$ cat config.mk
export PLATFORM = sky130hd
export DESIGN_NAME = ls_buffer
export DESIGN_NICKNAME = d
export VERILOG_FILES = /design/src/rtl/ls_buffer.sv
export SDC_FILE = /design/constraint.sdc
export NUM_CORES = 2
export LEC_CHECK = 0
export CAP_MARGIN = 20
export CORE_MARGIN = 5
export CORE_UTILIZATION = 67
export DETAILED_ROUTE_END_ITERATION = 8
export PLACE_DENSITY_LB_ADDON = 0.1
export REMOVE_ABC_BUFFERS = 1
export SETUP_SLACK_MARGIN = 0.5
export SLEW_MARGIN = 10
export SYNTH_ARGS = -nofsm -noshare
export SYNTH_HDL_FRONTEND = slang
export SYNTH_SLANG_ARGS = --single-unit
$ cat constraint.sdc
create_clock -name clk -period 10 [get_ports clk]
set_input_delay 3 -clock clk [delete_from_list [all_inputs] [get_ports clk]]
set_output_delay 3 -clock clk [all_outputs]
set_load 0.02 [all_outputs]
$ cat src/rtl/ls_buffer.sv
// -----------------------------------------------------------------------------
// ls_buffer
//
// Load/store buffer for the out-of-order core. Memory ops arrive from the
// decoder, wait in a circular queue for their base/store-data operands
// (captured from the ALU CDB and from this block's own load CDB), and issue
// strictly in program order, one at a time, to the memory controller. Loads
// broadcast their extended result on ls_cdb. Stores issue only after the ROB
// commits their tag. A flush keeps the committed stores at the head and
// drops everything behind them.
//
// Ports:
//   clk, rst_n                  clock, asynchronous active-low reset
//   ena                         global stall when low (handshake still sampled)
//   in_flush                    misbranch flush
//   in_alloc_*                  decoder allocation (op, tag, imm, operands)
//   out_full                    registered: no allocation next cycle
//   in_cdb_rob_tag/value        ALU CDB broadcast
//   in_committed_rob_tag        store commit from the ROB (0 = none)
//   out_mem_*                   registered memory request
//   in_mem_done/rdata           completion pulse and raw read data
//   out_ls_cdb_rob_tag/value    registered load result pulse (tag 0 = idle)
//
// Configuration macro:
//   LSB_DEBUG_EN  when defined, adds registered debug_count (occupancy) and
//                 debug_head_tag (head rob_tag, 0 when empty) outputs.
// -----------------------------------------------------------------------------
module ls_buffer #(
  parameter int DEPTH = 8,
  parameter int ROB_W = 4,
  parameter int XLEN  = 32
) (
  input  logic             clk,
  input  logic             rst_n,
  input  logic             ena,
  input  logic             in_flush,
  input  logic             in_alloc_ena,
  input  logic             in_alloc_is_store,
  input  logic [2:0]       in_alloc_funct3,
  input  logic [ROB_W-1:0] in_alloc_rob_tag,
  input  logic [XLEN-1:0]  in_alloc_imm,
  input  logic [ROB_W-1:0] in_alloc_q1,
  input  logic [XLEN-1:0]  in_alloc_v1,
  input  logic [ROB_W-1:0] in_alloc_q2,
  input  logic [XLEN-1:0]  in_alloc_v2,
  output logic             out_full,
  input  logic [ROB_W-1:0] in_cdb_rob_tag,
  input  logic [XLEN-1:0]  in_cdb_value,
  input  logic [ROB_W-1:0] in_committed_rob_tag,
  output logic             out_mem_req,
  output logic             out_mem_we,
  output logic [XLEN-1:0]  out_mem_addr,
  output logic [XLEN-1:0]  out_mem_wdata,
  output logic [1:0]       out_mem_size,
  input  logic             in_mem_done,
  input  logic [XLEN-1:0]  in_mem_rdata,
  output logic [ROB_W-1:0] out_ls_cdb_rob_tag,
  output logic [XLEN-1:0]  out_ls_cdb_value
`ifdef LSB_DEBUG_EN
  ,
  output logic [$clog2(DEPTH):0] debug_count,
  output logic [ROB_W-1:0]       debug_head_tag
`endif
);

  localparam int PTR_W = $clog2(DEPTH);
  localparam int CNT_W = PTR_W + 1;

  localparam logic [ROB_W-1:0] TAG_NONE   = {ROB_W{1'b0}};
  localparam logic [XLEN-1:0]  XLEN_ZERO  = {XLEN{1'b0}};
  localparam logic [CNT_W-1:0] CNT_ZERO   = {CNT_W{1'b0}};
  localparam logic [CNT_W-1:0] CNT_FULL   = CNT_W'(DEPTH);
  localparam logic [CNT_W-1:0] CNT_ALMOST = CNT_W'(DEPTH - 1);
  localparam logic [PTR_W-1:0] PTR_ZERO   = {PTR_W{1'b0}};

  typedef enum logic [0:0] {
    ST_IDLE = 1'b0,
    ST_WAIT = 1'b1
  } state_e;

  // A waiting operand tag matches a broadcast; tag 0 never matches.
  function automatic logic tag_hit(input logic [ROB_W-1:0] q, input logic [ROB_W-1:0] t);
    return (q != TAG_NONE) && (q == t);
  endfunction

  // Sign/zero-extend raw read data by RV32 load funct3.
  function automatic logic [XLEN-1:0] load_extend(input logic [2:0] f3, input logic [XLEN-1:0] raw);
    case (f3)
      3'b000:  return {{(XLEN-8){raw[7]}}, raw[7:0]};
      3'b001:  return {{(XLEN-16){raw[15]}}, raw[15:0]};
      3'b100:  return {{(XLEN-8){1'b0}}, raw[7:0]};
      3'b101:  return {{(XLEN-16){1'b0}}, raw[15:0]};
      default: return raw;
    endcase
  endfunction

  // Keep only the bytes the store writes, LSB-aligned.
  function automatic logic [XLEN-1:0] store_align(input logic [1:0] sz, input logic [XLEN-1:0] v);
    case (sz)
      2'b00:   return {{(XLEN-8){1'b0}}, v[7:0]};
      2'b01:   return {{(XLEN-16){1'b0}}, v[15:0]};
      default: return v;
    endcase
  endfunction

  // Entry storage
  logic             busy_r      [DEPTH];
  logic             is_store_r  [DEPTH];
  logic [2:0]       funct3_r    [DEPTH];
  logic [ROB_W-1:0] rob_tag_r   [DEPTH];
  logic [XLEN-1:0]  imm_r       [DEPTH];
  logic [ROB_W-1:0] q1_r        [DEPTH];
  logic [XLEN-1:0]  v1_r        [DEPTH];
  logic [ROB_W-1:0] q2_r        [DEPTH];
  logic [XLEN-1:0]  v2_r        [DEPTH];
  logic             committed_r [DEPTH];

  logic [PTR_W-1:0] head_r;
  logic [PTR_W-1:0] tail_r;
  logic [CNT_W-1:0] count_r;

  state_e           fsm_r;
  logic             squash_r;          // in-flight load was flushed
  logic             done_pend_r;       // completion seen while stalled
  logic [XLEN-1:0]  rdata_pend_r;
  logic             inflight_is_store_r;
  logic [2:0]       inflight_funct3_r;
  logic [ROB_W-1:0] inflight_tag_r;

  logic [DEPTH-1:0] commit_hit_s;
  logic [DEPTH-1:0] keep_s;
  logic [CNT_W-1:0] kept_cnt_s;
  logic             alloc_s;
  logic             done_s;
  logic [XLEN-1:0]  rdata_s;
  logic             pop_s;
  logic             pop_keep_s;
  logic             head_ready_s;
  logic             issue_s;
  logic [PTR_W-1:0] head_next_s;
  logic [PTR_W-1:0] tail_next_s;
  logic [CNT_W-1:0] count_next_s;
  logic             full_next_s;

  // Per-entry store commit match for this cycle
  always_comb begin
    commit_hit_s = {DEPTH{1'b0}};
    for (int i = 0; i < DEPTH; i++) begin
      if (busy_r[i] && is_store_r[i] && tag_hit(rob_tag_r[i], in_committed_rob_tag)) begin
        commit_hit_s[i] = 1'b1;
      end else begin
        commit_hit_s[i] = 1'b0;
      end
    end
  end

  // Run of committed stores starting at the head survives a flush
  always_comb begin
    logic             run_v;
    logic [PTR_W-1:0] idx_v;
    keep_s     = {DEPTH{1'b0}};
    kept_cnt_s = CNT_ZERO;
    run_v      = 1'b1;
    idx_v      = PTR_ZERO;
    for (int i = 0; i < DEPTH; i++) begin
      idx_v = head_r + PTR_W'(i);
      if (run_v && (CNT_W'(i) < count_r) && is_store_r[idx_v] &&
          (committed_r[idx_v] || commit_hit_s[idx_v])) begin
        keep_s[idx_v] = 1'b1;
        kept_cnt_s    = kept_cnt_s + CNT_W'(1'b1);
      end else begin
        run_v = 1'b0;
      end
    end
  end

  // Handshake, issue and queue pointer next-state
  always_comb begin
    alloc_s = in_alloc_ena && !in_flush && (count_r != CNT_FULL);
    done_s  = (fsm_r == ST_WAIT) && (in_mem_done || done_pend_r);
    rdata_s = in_mem_done ? in_mem_rdata : rdata_pend_r;
    // A squashed load's entry is already gone, so its completion pops nothing.
    pop_s   = done_s && !squash_r;
    // Under flush only an in-flight store's entry is still in the queue.
    pop_keep_s = pop_s && inflight_is_store_r;

    head_ready_s = (count_r != CNT_ZERO) && busy_r[head_r] && (q1_r[head_r] == TAG_NONE) &&
                   (!is_store_r[head_r] || ((q2_r[head_r] == TAG_NONE) && committed_r[head_r]));
    issue_s = (fsm_r == ST_IDLE) && !in_flush && head_ready_s;

    if (in_flush) begin
      head_next_s  = head_r + PTR_W'(pop_keep_s);
      tail_next_s  = head_r + kept_cnt_s[PTR_W-1:0];
      count_next_s = kept_cnt_s - CNT_W'(pop_keep_s);
    end else begin
      head_next_s  = head_r + PTR_W'(pop_s);
      tail_next_s  = tail_r + PTR_W'(alloc_s);
      count_next_s = count_r + CNT_W'(alloc_s) - CNT_W'(pop_s);
    end
    full_next_s = (count_next_s >= CNT_ALMOST);
  end

  // Queue, entry fields, issue FSM and registered outputs
  always_ff @(posedge clk or negedge rst_n) begin
    if (!rst_n) begin
      head_r              <= PTR_ZERO;
      tail_r              <= PTR_ZERO;
      count_r             <= CNT_ZERO;
      fsm_r               <= ST_IDLE;
      squash_r            <= 1'b0;
      done_pend_r         <= 1'b0;
      rdata_pend_r        <= XLEN_ZERO;
      inflight_is_store_r <= 1'b0;
      inflight_funct3_r   <= 3'b000;
      inflight_tag_r      <= TAG_NONE;
      out_full            <= 1'b0;
      out_mem_req         <= 1'b0;
      out_mem_we          <= 1'b0;
      out_mem_addr        <= XLEN_ZERO;
      out_mem_wdata       <= XLEN_ZERO;
      out_mem_size        <= 2'b00;
      out_ls_cdb_rob_tag  <= TAG_NONE;
      out_ls_cdb_value    <= XLEN_ZERO;
      for (int j = 0; j < DEPTH; j++) begin
        busy_r[j]      <= 1'b0;
        is_store_r[j]  <= 1'b0;
        funct3_r[j]    <= 3'b000;
        rob_tag_r[j]   <= TAG_NONE;
        imm_r[j]       <= XLEN_ZERO;
        q1_r[j]        <= TAG_NONE;
        v1_r[j]        <= XLEN_ZERO;
        q2_r[j]        <= TAG_NONE;
        v2_r[j]        <= XLEN_ZERO;
        committed_r[j] <= 1'b0;
      end
    end else begin
      // The load result is a single-cycle pulse even while stalled.
      out_ls_cdb_rob_tag <= TAG_NONE;
      out_ls_cdb_value   <= XLEN_ZERO;

      if (ena) begin
        head_r   <= head_next_s;
        tail_r   <= tail_next_s;
        count_r  <= count_next_s;
        out_full <= full_next_s;

        for (int j = 0; j < DEPTH; j++) begin
          if (busy_r[j] && tag_hit(q1_r[j], in_cdb_rob_tag)) begin
            q1_r[j] <= TAG_NONE;
            v1_r[j] <= in_cdb_value;
          end else if (busy_r[j] && tag_hit(q1_r[j], out_ls_cdb_rob_tag)) begin
            q1_r[j] <= TAG_NONE;
            v1_r[j] <= out_ls_cdb_value;
          end
          if (busy_r[j] && tag_hit(q2_r[j], in_cdb_rob_tag)) begin
            q2_r[j] <= TAG_NONE;
            v2_r[j] <= in_cdb_value;
          end else if (busy_r[j] && tag_hit(q2_r[j], out_ls_cdb_rob_tag)) begin
            q2_r[j] <= TAG_NONE;
            v2_r[j] <= out_ls_cdb_value;
          end
          if (commit_hit_s[j]) begin
            committed_r[j] <= 1'b1;
          end
          if (in_flush) begin
            busy_r[j] <= keep_s[j] && !(pop_keep_s && (head_r == PTR_W'(j)));
          end else if (pop_s && (head_r == PTR_W'(j))) begin
            busy_r[j] <= 1'b0;
          end
        end

        // Allocation captures a coincident broadcast so it is never missed.
        if (alloc_s) begin
          busy_r[tail_r]      <= 1'b1;
          is_store_r[tail_r]  <= in_alloc_is_store;
          funct3_r[tail_r]    <= in_alloc_funct3;
          rob_tag_r[tail_r]   <= in_alloc_rob_tag;
          imm_r[tail_r]       <= in_alloc_imm;
          committed_r[tail_r] <= 1'b0;
          if (tag_hit(in_alloc_q1, in_cdb_rob_tag)) begin
            q1_r[tail_r] <= TAG_NONE;
            v1_r[tail_r] <= in_cdb_value;
          end else if (tag_hit(in_alloc_q1, out_ls_cdb_rob_tag)) begin
            q1_r[tail_r] <= TAG_NONE;
            v1_r[tail_r] <= out_ls_cdb_value;
          end else begin
            q1_r[tail_r] <= in_alloc_q1;
            v1_r[tail_r] <= in_alloc_v1;
          end
          if (tag_hit(in_alloc_q2, in_cdb_rob_tag)) begin
            q2_r[tail_r] <= TAG_NONE;
            v2_r[tail_r] <= in_cdb_value;
          end else if (tag_hit(in_alloc_q2, out_ls_cdb_rob_tag)) begin
            q2_r[tail_r] <= TAG_NONE;
            v2_r[tail_r] <= out_ls_cdb_value;
          end else begin
            q2_r[tail_r] <= in_alloc_q2;
            v2_r[tail_r] <= in_alloc_v2;
          end
        end

        case (fsm_r)
          ST_IDLE: begin
            if (issue_s) begin
              out_mem_req         <= 1'b1;
              out_mem_we          <= is_store_r[head_r];
              out_mem_addr        <= v1_r[head_r] + imm_r[head_r];
              out_mem_wdata       <= store_align(funct3_r[head_r][1:0], v2_r[head_r]);
              out_mem_size        <= funct3_r[head_r][1:0];
              inflight_is_store_r <= is_store_r[head_r];
              inflight_funct3_r   <= funct3_r[head_r];
              inflight_tag_r      <= rob_tag_r[head_r];
              squash_r            <= 1'b0;
              fsm_r               <= ST_WAIT;
            end
          end
          ST_WAIT: begin
            if (done_s) begin
              out_mem_req <= 1'b0;
              out_mem_we  <= 1'b0;
              done_pend_r <= 1'b0;
              squash_r    <= 1'b0;
              fsm_r       <= ST_IDLE;
              if (!inflight_is_store_r && !squash_r && !in_flush) begin
                out_ls_cdb_rob_tag <= inflight_tag_r;
                out_ls_cdb_value   <= load_extend(inflight_funct3_r, rdata_s);
              end
            end else if (in_flush && !inflight_is_store_r) begin
              squash_r <= 1'b1;
            end
          end
          default: begin
            out_mem_req <= 1'b0;
            fsm_r       <= ST_IDLE;
          end
        endcase
      end else begin
        // Stalled: remember a completion so the handshake is not lost.
        if ((fsm_r == ST_WAIT) && in_mem_done) begin
          done_pend_r  <= 1'b1;
          rdata_pend_r <= in_mem_rdata;
        end
      end
    end
  end

`ifdef LSB_DEBUG_EN
  logic [ROB_W-1:0] head_tag_next_s;

  // Head tag after this cycle, including an allocation into an empty queue
  always_comb begin
    if (count_next_s == CNT_ZERO) begin
      head_tag_next_s = TAG_NONE;
    end else if (alloc_s && (tail_r == head_next_s)) begin
      head_tag_next_s = in_alloc_rob_tag;
    end else begin
      head_tag_next_s = rob_tag_r[head_next_s];
    end
  end

  // Registered debug observation of occupancy and head tag
  always_ff @(posedge clk or negedge rst_n) begin
    if (!rst_n) begin
      debug_count    <= CNT_ZERO;
      debug_head_tag <= TAG_NONE;
    end else if (ena) begin
      debug_count    <= count_next_s;
      debug_head_tag <= head_tag_next_s;
    end
  end
`endif

endmodule

# Yosys cells after proc, flatten, opt, wreduce, memory -nomap -nowiden

Cells that the tools add are included.

Add/sub/neg operators: 22
$lt $le $gt $ge: 35
Eq/ne operators: 61
Multiplexer cells: 334
Bitwise gates (word level): 24
Reduce and logical (&&, ||, !) cells: 224

Operators by type and width:

| cell                                                        | number |
|---|---|
| 2-to-1 mux 32 bit                                           | 66 |
| bitwise mux 256 bit                                         | 7 |
| 2-to-1 mux 256 bit                                          | 6 |
| binary-select mux 32 bit (select 3 bit)                     | 3 |
| 2-to-1 mux 4 bit                                            | 67 |
| equality test 4 bit                                         | 44 |
| logical AND 1 bit                                           | 163 |
| one-hot mux 32 bit (4 select lines)                         | 1 |
| 2-to-1 mux 1 bit                                            | 118 |
| nonzero test 4 bit                                          | 27 |
| bitwise mux 32 bit                                          | 3 |
| demux 32 bit (select 3 bit)                                 | 1 |
| 2-to-1 mux 8 bit                                            | 10 |
| binary-select mux 1 bit (select 3 bit)                      | 25 |
| bitwise AND 32 bit                                          | 2 |
| OR 8 bit                                                    | 8 |
| one-hot mux 32 bit (2 select lines)                         | 1 |
| binary-select mux 4 bit (select 3 bit)                      | 3 |
| greater-or-equal comparator 4 bit (second input constant)   | 9 |
| NOT 3 -> 4 bit                                              | 9 |
| adder 32 bit                                                | 1 |
| less-than comparator 3 x 4 -> 1 bit (second input constant) | 8 |
| NOT 32 bit                                                  | 1 |
| adder 4 x 1 -> 4 bit (second input constant)                | 7 |
| 40 further kinds                                            | 110 |

Register bits: 1,070
Input bits: 190
Output and inout bits: 105
Logic and storage cells: 798

# Longest topological paths before layout

Depth in word-level cells: 42
Gate-level depth with buffers: 33
Mapped depth without buffers: 32

# Least setup slack after synthesis

Ideal clock, no wire load.

Path kind: input-to-reg
From: in in_committed_rob_tag[3]
To: reg tail_r[2]
Library setup time: 0.141 ns
Arrival: 9.056 ns
Required time: 9.859 ns
Path slack: 0.803 ns
Stages on the path: 33
Buffers on the path: 2
Cells stage by stage: buf_4 > xor2_1 > nor4_2 > a21oi_1 > a22oi_1 > mux4_2 > and3_1 > clkbuf_1 > and3_1 > ha_1 > inv_1 > a21oi_1 > o21ai_4 > xnor2_1 > ha_1 > nor2_1 > nor2_1 > ha_1 > nand2_1 > o21ai_0 > ha_1 > o21a_1 > ha_1 > or4_1 > nor4_1 > a311oi_1 > nand2_1 > and2_1 > inv_1 > fa_1 > xnor2_1 > xnor2_1 > a31oi_1

Cells in the longest elaborated chain, start to end: 39

RTL lines:

| element                                                       | line | source |
|---|---|---|
| start: declaration                                            | 49   | `input logic [ROB_W-1:0] in_committed_rob_tag,` |
| branches (longest 36 deep; another with adder 4 x 1 -> 4 bit) | n/a  |  |
| 2-to-1 mux 4 bit (*)                                          | 167  | `if (run_v && (CNT_W'(i) < count_r) && is_store_r[idx_v] &&` |
| adder 3 bit (*)                                               | 193  | `tail_next_s = head_r + kept_cnt_s[PTR_W-1:0];` |
| 2-to-1 mux 3 bit (*)                                          | 191  | `if (in_flush) begin` |
| end signal: assignment                                        | 243  | `tail_r <= tail_next_s;` |
| end: declaration                                              | 119  | `logic [PTR_W-1:0] tail_r;` |

Every way passes the cells marked *. The select of a mux whose other input is x is not followed.
A chain may end at the register's enable or synchronous reset.

# Worst setup path after layout

From: in in_committed_rob_tag[1]
To: reg tail_r[2]

The elaborated chain is that of the path after synthesis.

==> flow_metrics.tcl <==
set metrics [dict create \
    fin_util 0.755 \
    synthesis.area_sq_mm 0.0669 \
    initial_core_util 0.677 \
    path_buf_inv 3 \
    cts_tree "yes" \
    finalWirelength_microns 227000 \
    die_w_microns 326 \
    antenna_found_initial 13 \
    drt_iter0_markers 8958 \
    cp-start-kind "primary input" \
    fin_cells 8396 \
    status "finished, violations left" \
    finalCriticalPeriod_ns 9.02 \
    hold_start "out_mem_wdata[16]" \
    worst_slew_pin_slew_ns 1.18 \
    placedInstanceArea_sq_mm 0.0705 \
    grt_usage 0.415 \
    gp_congestion 0.907 \
    clkTransAtPathRegs_ns 0.06 \
    critPathTopFamily "simple AND/OR/NAND/NOR gates" \
    drv_cap 0 \
    fmax_mhz 111 \
    clk_latency_ns 0.75 \
    maxSlewViolCount 0 \
    cts.sinks 1068 \
    r2r-start "head_r[0]" \
    row_count 115 \
    vias_per_cell 7.11 \
    num_vias 59700 \
    cp.arrival_ns 9.58 \
    stdcell_area_sq_mm 0.0745 \
    cp_slowest_stage_delay_ns 0.52 \
    netlist_instances 7140 \
    grt_overflow 0 \
    wire_per_inst_microns 27.1 \
    yosys_warnings 0 \
    required_ns 10.56 \
    ys_ff_latch 1068 \
    synth_edf_count 0 \
    vdd_ir_drop_max_mv 0.209 \
    skew_ns 0.0427 \
    dp.final_hpwl_microns 131000 \
    h-tree-depth 3 \
    die-area_sq_mm 0.106 \
    synth.distinct_cells 86 \
    async_flop_share 1.00 \
    io_pins 295 \
    crit_slowest_cell "or4_1" \
    portBuffers 294 \
    ys_seq_area_frac 0.400 \
    p_per_area_mw_per_mm2 317 \
    final_common_cell "a21oi_1" \
    grt_pass1_wl_microns 346000 \
    worstPathMaxFanout 7 \
    startpoint "in_committed_rob_tag[1]" \
    final_cell_mix "1160 x a21oi_1, 1116 x nor2_1, 1065 x dfrtp_1" \
    num-nets-final 7262 \
    ant_nets 0 \
    clockRootBuffer "clkbuf_16" \
    fin_crit_sh 0.902 \
    finalHoldViolCount 0 \
    die_h_microns 326 \
    cp_common_cell "ha_1" \
    cts_buffer_depth 3 \
    relSlewSlack 0.213 \
    rsz0062_at_grt "no" \
    dp_cells 8174 \
    setup_viol 0 \
    p_total_mw 23.6 \
    worstHoldPathType "register to register" \
    p_leak_nw 30.2 \
    grt_pass1_vias 58900 \
    core-area_sq_mm 0.0987 \
    post-cts-setup-buffer-count 0 \
    worstSetupPathType "primary input to register" \
    violations "DRC" \
    drive_above_1_share 0.145 \
    drc_errors 2 \
    dr.pass1.iters 9 \
    synth_area_per_cell_sq_um 9.37 \
    holdWs_ns 0.475 \
    syn2layout_area_growth_pct 11.4 \
    synth_ff_type "dfrtp_1" \
    numCtsBuffers 115 \
    holdBufCountCts 0 \
    grt_max_degree 231 \
    end_kind "register" \
]
-- worst paths after layout --
path                                           to  slack (ns)  depth (start not counted)
worst min-delay path            out_mem_wdata[16]        0.48                          2
min in group asynchronous           rob_tag_r[23]        2.32                          1
worst min register to register  out_mem_wdata[16]        0.48                          2
worst max register to register          tail_r[2]        1.99                         33
max in group asynchronous              imm_r[200]        5.74                          3
worst max-delay path                    tail_r[2]        0.98                         32
-- registers in the layout, indices dropped and copies added, names as in the netlist, 3 cells and up --
signal and cells:
busy_r 8, committed_r 8, head_r 3, q1_r 32, is_store_r 8, funct3_r 24
imm_r 256, out_mem_addr 32, rob_tag_r 32, out_ls_cdb_value 32, rdata_pend_r 32, tail_r 3
count_r 4, v1_r 256, v2_r 256, inflight_tag_r 4, out_mem_wdata 32, out_ls_cdb_rob_tag 4
q2_r 32
-- logic make-up after synthesis --
kind of cell | Yosys count | synth area share
AO/OA/AOI/OAI | 2014 | 0.177
XOR/XNOR | 215 | 0.0284
flip-flops | 1068 | 0.400
AND/OR/NAND/NOR | 1795 | 0.109
adder cells (fa/ha/maj) | 65 | 0.0125
buffers and inverters | 754 | 0.0431
multiplexers | 1229 | 0.231
-- metrics by stage --
step / setup slack (ns) / TNS [ns]
CTS: 0.734 / 0
finish: 0.983 / 0
global placement: 0.0433 / 0
detailed placement: 0.0234 / 0
floorplan: -7.59 / -935.97
global route: 0.520 / 0
-- cells in the mapped netlist (128+ instances only) --
master,count,share of area
a211oi_1,508,0.057
a21oi_1,1161,0.087
buf_1,132,0.0074
clkbuf_1,574,0.032
dfrtp_1,1068,0.40
mux2_2,378,0.064
mux2i_1,638,0.096
mux4_2,212,0.071
nand2_1,443,0.025
nor2_1,1136,0.064
o21ai_0,175,0.013
xnor2_1,128,0.017
-- metal layers --
| metal | wire length, microns | vias up | share of wire | track usage |
|---|---|---|---|---|
| met4 | 14600 | 6 | 0.064 | 0.233 |
| met1 | 83200 | 29100 | 0.37 | 0.543 |
| met5 | 35 | - | 0.00015 | 0 |
| li1 | - | 25500 | - | - |
| met2 | 100000 | 4190 | 0.44 | 0.625 |
| met3 | 29000 | 956 | 0.13 | 0.122 |
-- report_power, final --
part	internal, mW	switching, mW	total [mW]
logic	5.28	6.16	11.4
clock network	2.58	1.88	4.47
registers	6.18	1.54	7.72
-- final cells by class --
cell class | instances | area (sq um)
repair buffers | 467 | 4440
clock buffers | 172 | 3400
flip-flops and latches | 1068 | 26700
inverters | 37 | 144
well taps | 1287 | 1610
diodes | 11 | 27.5
fillers | 6861 | 24200
clock inverters | 36 | 499
multi-input cells | 5318 | 37600
-- worst register-to-register path, delay by kind of cell (launching register included) --
family          cells  cell delay, ns
compound gates      7            0.74
xor+xnor            3            0.48
fa+ha+maj           7            2.59
buf+inv             5            1.25
flops               1            0.96
mux                 1            0.06
simple gates       10            1.80
-- repair_timing --
item | CTS | global route
gates resized for setup | 0 | 5
endpoints found under the setup margin | 0 | 4
endpoints found under the hold margin | 0 | 0
Power figures use the tool's default switching activity.
